--- src/rtl/pwm_breathe_pkg.sv ---
// pwm_breathe_pkg: shared types and helpers for the breathing PWM generator.
// Used by pwm_breathe and pwm_breathe_ch (optional macro PWM_BREATHE_GAMMA_EN).
package pwm_breathe_pkg;

    typedef enum logic {UP, DOWN} dir_t;

    // Extra bits carried by ramp arithmetic so duty+STEP never wraps
    localparam int EXT_W = 1;

    function automatic int init_duty(input int i, input int ch, input int period);
        return (i * period) / ch;
    endfunction

endpackage

--- src/rtl/pwm_breathe_ch.sv ---
// pwm_breathe_ch: one breathing channel - duty ramp FSM plus compare/output flop.
// PWM_BREATHE_GAMMA_EN adds a registered square-law compare value.
module pwm_breathe_ch
    import pwm_breathe_pkg::*;
#(
    parameter int CH     = 4,
    parameter int CW     = 12,
    parameter int PERIOD = 4095,
    parameter int STEP   = 16,
    parameter int IDX    = 0
) (
    input  logic          clk,
    input  logic          rst,
    input  logic [CW-1:0] cnt_i,
    input  logic          upd_i,
    input  logic          en_i,
    output logic          out_o
);

    localparam int            AW   = CW + EXT_W;
    localparam int            II   = init_duty(IDX, CH, PERIOD);
    localparam logic [CW-1:0] INIT = CW'(II);
    localparam logic [AW-1:0] P_W  = AW'(PERIOD);
    localparam logic [AW-1:0] S_W  = AW'(STEP);

    logic [CW-1:0] duty_q, duty_d, cmp;
    logic [AW-1:0] ext, sum, dif;
    logic          out_q, out_d, top, bot;
    dir_t          dir_q, dir_d;

    always_ff @(posedge clk) begin
        if (rst) begin
            duty_q <= INIT;
            dir_q  <= UP;
            out_q  <= 1'b0;
        end else begin
            duty_q <= duty_d;
            dir_q  <= dir_d;
            out_q  <= out_d;
        end
    end

    always_comb begin
        ext    = {{EXT_W{1'b0}}, duty_q};
        sum    = ext + S_W;
        dif    = ext - S_W;
        top    = sum >= P_W;
        bot    = ext <= S_W;
        duty_d = duty_q;
        dir_d  = dir_q;
        if (upd_i && dir_q == UP) begin
            duty_d = top ? CW'(PERIOD) : sum[CW-1:0];
            dir_d  = top ? DOWN : UP;
        end else if (upd_i) begin
            duty_d = bot ? '0 : dif[CW-1:0];
            dir_d  = bot ? UP : DOWN;
        end
    end

`ifdef PWM_BREATHE_GAMMA_EN
    localparam logic [CW-1:0] INIT_CMP = CW'((II * II) >> CW);

    logic [2*CW-1:0] sq;
    logic [CW-1:0]   cmp_q;

    // Loaded at the period wrap with the post-update duty so it lands at cnt==0
    always_comb sq = {{CW{1'b0}}, duty_d} * {{CW{1'b0}}, duty_d};

    always_ff @(posedge clk) begin
        if (rst)
            cmp_q <= INIT_CMP;
        else if (cnt_i == CW'(PERIOD - 1))
            cmp_q <= CW'(sq >> CW);
    end

    assign cmp = cmp_q;
`else
    assign cmp = duty_q;
`endif

    always_comb out_d = en_i & (cnt_i < cmp);

    assign out_o = out_q;

endmodule

--- src/rtl/pwm_breathe.sv ---
// pwm_breathe: multi-channel LED breathing PWM with shared period counter.
// Optional square-law correction under PWM_BREATHE_GAMMA_EN.
module pwm_breathe
    import pwm_breathe_pkg::*;
#(
    parameter int CH     = 4,
    parameter int CW     = 12,
    parameter int PERIOD = 4095,
    parameter int STEP   = 16,
    parameter int HOLD   = 4
) (
    input  logic          clk,
    input  logic          rst,
    input  logic          en,
    output logic [CH-1:0] out,
    output logic          period_start
);

    localparam int HW = HOLD > 1 ? $clog2(HOLD) : 1;

    logic [CW-1:0] cnt_q, cnt_d;
    logic [HW-1:0] hold_q, hold_d;
    logic          ps_q, wrap, last, upd;

    always_comb begin
        wrap   = cnt_q == CW'(PERIOD - 1);
        last   = hold_q == HW'(HOLD - 1);
        upd    = wrap & en & last;
        cnt_d  = wrap ? '0 : cnt_q + CW'(1);
        hold_d = (wrap & en) ? (last ? '0 : hold_q + HW'(1)) : hold_q;
    end

    always_ff @(posedge clk) begin
        if (rst) begin
            cnt_q  <= '0;
            hold_q <= '0;
            ps_q   <= 1'b0;
        end else begin
            cnt_q  <= cnt_d;
            hold_q <= hold_d;
            ps_q   <= cnt_q == '0;
        end
    end

    assign period_start = ps_q;

    for (genvar i = 0; i < CH; i++) begin : g_ch
        pwm_breathe_ch #(
            .CH(CH), .CW(CW), .PERIOD(PERIOD), .STEP(STEP), .IDX(i)
        ) u_ch (
            .clk  (clk),
            .rst  (rst),
            .cnt_i(cnt_q),
            .upd_i(upd),
            .en_i (en),
            .out_o(out[i])
        );
    end

endmodule
--- config.mk ---
export PLATFORM = sky130hd
export DESIGN_NAME = pwm_breathe
export DESIGN_NICKNAME = d
export VERILOG_FILES = /design/src/rtl/pwm_breathe_pkg.sv /design/src/rtl/pwm_breathe_ch.sv /design/src/rtl/pwm_breathe.sv
export SDC_FILE = /design/constraint.sdc
export NUM_CORES = 1
export LEC_CHECK = 0
export ABC_AREA = 0
export CAP_MARGIN = 20
export CORE_ASPECT_RATIO = 1.75
export CORE_MARGIN = 4
export CORE_UTILIZATION = 50
export DETAILED_ROUTE_END_ITERATION = 12
export GPL_TIMING_DRIVEN = 0
export PLACE_DENSITY_LB_ADDON = 0.08
export REMOVE_ABC_BUFFERS = 1
export SETUP_SLACK_MARGIN = 0.2
export SLEW_MARGIN = 20
export SYNTH_ARGS = -nofsm -noshare
export SYNTH_HDL_FRONTEND = slang
export SYNTH_SLANG_ARGS = --single-unit
--- constraint.sdc ---
create_clock -name clk -period 2.9 [get_ports clk]
set_input_delay 0.29 -clock clk [delete_from_list [all_inputs] [get_ports clk]]
set_output_delay 0.29 -clock clk [all_outputs]
set_load 0.02 [all_outputs]
==> results.md, run 1 <==
* Status: completed
* Hold buffers post-CTS at 0
* Layout area overhead at 8.88%
* PortBufs at 7
* Layout fillers at 1005
* Seq. cell area at 1190 um2
* # setup viols final at 0
* Total CTS buffers at 9
* Gpl congestion at ~0.95
* GR Util met3 at 3.33%
* # rows at 48
* Post-Syn Area at 5030 um2
* TritonCTS clock tree: done
* Final Cell Area at 5480 um2
* Htree depth at 3
* Unrepaired setup endpoints after global routing: no
* DR DRC count at 0
* HP Class: register to register
* Post-synth EDFFs at 0
* Mapped Cells at 673
* Total track usage at 23.8%
* Ant diodes at 0
* Crit Path Max Fanout at 20
* CTS root buffer: clkbuf_16
* Clk sinks at about 60
* Multi-input gate area at 3490 um2
* CTS clk-pin slew, worst paths at 50 ps
* Chip height at 141 um
* Register area share after synthesis at 23.5%
* Clock Tree Buf Depth at 2
* Max Fclk at 391 MHz
* Post-Place Cell Area at roughly 5100 um2
* DIE WIDTH at 83.8 um
* Yosys cell types at 62
* Detailed Route Iter0 Violations at 285
* Io pins at 8
* Most frequent cells in the layout: ha_1 (64), a21oi_1 (57), dfxtp_1 (55), inv_1 (51), nand2_1 (47)
* Worst relative slew slack at 29.1%
* Most common cell after layout, fill and taps aside: ha_1
* Maximum VDD drop at 0.000322 V
* Busiest layer in global routing: met2
* Antenna violations before repair at 0
* Critical Path RT at 3150 ps
* Remaining Overflow, GRT at 0
* Core Area at 9850 um2
* WL/cell at between 15 and 20 um
* Pwr Total at 2.17 mW
* CP Capture Type: register
* Ys async rst share at 0%
* First-pass GRT wire length at 23.1 mm
* Routing usage on met2 at 43.4%
* Vias in the first global route at 4887
* Avg Inst Size Synth at 7.47 um2
* Max-cap violations at 0
* Layout cells sized above 1 at 5.35%
* Final Skew at approximately 5.7 ps
* Die ar. at 11800 um2
* Final hold viol count at 0
* Power Dens Cells at 396 nW/um2
* Startpoint types: primary input
* Leak at about 2.5 nW
* Pre-Repair DR Iteration Count at 5
* Starting Density at 51.1%
* Nets@finish at 717
* Critical path type: primary input to register
* Drt via density at 6.45
* Arr. time, crit path at approximately 2800 ps
* Slew Viols, Final at 0
* Post-DP HPWL at 9.74 mm
* Post-layout minimum cycle time at 2560 ps
* Synth warnings at 0
* Tightest Pin Transition at 1060 ps
* Reg2Reg Setup Slack at around 400 ps
* Total Routed Length at 14.1 mm
* Met1 Usage GRT at between 20% and 30%
* Seq cells post-synth at a little under 60
* Fin Hold WS at between 400 and 500 ps
* Post-synth top flop: dfxtp_1
* Share of the clock period used by the worst path at between 80% and 90%
* Remaining antenna violation count at 0
* Skew-Pair Late Insertion Delay at 330 ps
* Vias at 5025
* Largest net degree at the start of global routing at 31
## synth_stat cells (2+ instances only)
cell type / n / area (um2)
or3_1: 5 / 31.3
a22oi_1: 2 / 15.0
nor3b_1: 2 / 15.0
a21oi_1: 57 / 285
xnor2_1: 10 / 87.6
and4_1: 2 / 17.5
nor4_1: 12 / 75.1
clkbuf_1: 35 / 131
and2_1: 5 / 31.3
o221ai_1: 3 / 26.3
a21o_1: 9 / 67.6
o211ai_1: 17 / 128
nand2_1: 47 / 176
o21a_1: 3 / 22.5
buf_2: 5 / 25.0
o31ai_1: 3 / 22.5
o31a_1: 4 / 35.0
o21ai_1: 17 / 85.1
or2_2: 2 / 12.5
nand2b_1: 8 / 50.1
o32ai_1: 2 / 17.5
inv_1: 51 / 191
xor2_1: 11 / 96.3
o22ai_1: 4 / 25.0
dfxtp_1: 59 / 1180
a211oi_1: 7 / 52.6
buf_4: 4 / 30.0
ha_1: 64 / 801
a41oi_1: 4 / 35.0
and3_1: 8 / 50.1
a211o_1: 5 / 43.8
nor2_1: 45 / 169
o2111ai_1: 5 / 43.8
nor2b_1: 9 / 56.3
o311ai_1: 4 / 35.0
nor3_1: 34 / 170
a31oi_1: 9 / 56.3
or4_1: 3 / 22.5
a2111oi_0: 4 / 35.0
o21ai_0: 31 / 155
nand4_1: 16 / 100
nand3_1: 26 / 130
## power by group
part           total [mW]  internal, mW  switching, mW
Combinational       0.104        0.0460         0.0579
Sequential          0.842         0.823         0.0188
Clock                1.22         0.829          0.392
Total                2.17          1.70          0.468
## final timing paths
path                                                    endpoint              startpoint  depth (start not counted)
worst max-delay path               g_ch[2].u_ch.out_o$_SDFF_PP0_                     rst                          5
worst min-delay path                      hold_q[1]$_SDFFE_PP0P_  hold_q[1]$_SDFFE_PP0P_                          2
worst min register to register            hold_q[1]$_SDFFE_PP0P_  hold_q[1]$_SDFFE_PP0P_                          2
worst max register to register  g_ch[1].u_ch.cmp[8]$_SDFFE_PP1P_     cnt_q[0]$_SDFF_PP0_                          9
## critical path, stage by stage
cell and delay, ps:
clkdlybuf4s50_1 960, inv_1 760, nand2_1 310, a211o_1 300, a21oi_1 170
## state kept, by name, summed over array words and instances, names as in the netlist
register         flops
hold_q               2
period_start         1
g_ch.u_ch.out_o      4
cnt_q               12
g_ch.u_ch.dir_q      4
g_ch.u_ch.cmp       36
## per-stage QoR
| step | util, % | setup slack (ps) | setup TNS (ps) | cells |
|---|---|---|---|---|
| floorplan | - | 86.3 | 0 | 627 |
| CTS | 55.2 | 248 | 0 | 775 |
| detailed placement | 51.7 | -72.4 | -183 | 760 |
| global placement | 51.3 | -1180 | -33830 | 759 |
| global route | 55.6 | 251 | 0 | 779 |
| finish | 55.6 | 344 | 0 | 779 |
## area by class of cell
| type | instances | share of cell area [%] |
|---|---|---|
| tap | 125 | 2.86 |
| timing repair buffer | 11 | 2.19 |
| sequential | 59 | 21.7 |
| clock buffer | 9 | 4.11 |
| clock inverter | 6 | 1.92 |
| multi-input combinational | 517 | 63.7 |
| inverter | 52 | 3.56 |
## per-layer routing
metal  part of all wire (%)  routed length [um]  vias to the layer above
li1                       -                   -                     2420
met5                      0                   0                        -
met3                    4.8                 681                       56
met2                     52                7380                      173
met1                     39                5430                     2376
met4                    4.3                 605                        0
## repair_timing
item,4_1_cts,5_1_grt
pin swaps,0,2
resized for setup,3,4
cloned,0,1
setup endpoints to repair,30,15
buffers inserted,0,3
## logic make-up (layout without fill, tap and decap cells)
group | count (synthesis) | count (layout) | share of synthesized area [%]
and+or+nand+nor | 230 | 231 | 23.2
AOI/OAI and AO/OA | 200 | 200 | 25.7
buffers and inverters | 98 | 78 | 7.89
adders and majority gates | 64 | 64 | 15.9
DFF | 59 | 59 | 23.5
xor gates and xnor gates | 21 | 21 | 3.66
muxes | 1 | 1 | 0.199
No activity file was read; power rests on OpenSTA's default activity.
==> inputs of run 2 (changes only) <==
--- a/config.mk
+++ b/config.mk
@@ -10,6 +10,7 @@
 export CORE_ASPECT_RATIO = 1.75
 export CORE_MARGIN = 4
 export CORE_UTILIZATION = 50
+export CTS_CLUSTER_SIZE = 25
 export DETAILED_ROUTE_END_ITERATION = 12
 export GPL_TIMING_DRIVEN = 0
 export PLACE_DENSITY_LB_ADDON = 0.08
==> results of run 2 <==
The final DEF is identical to that of run 1; final timing and power are the same.
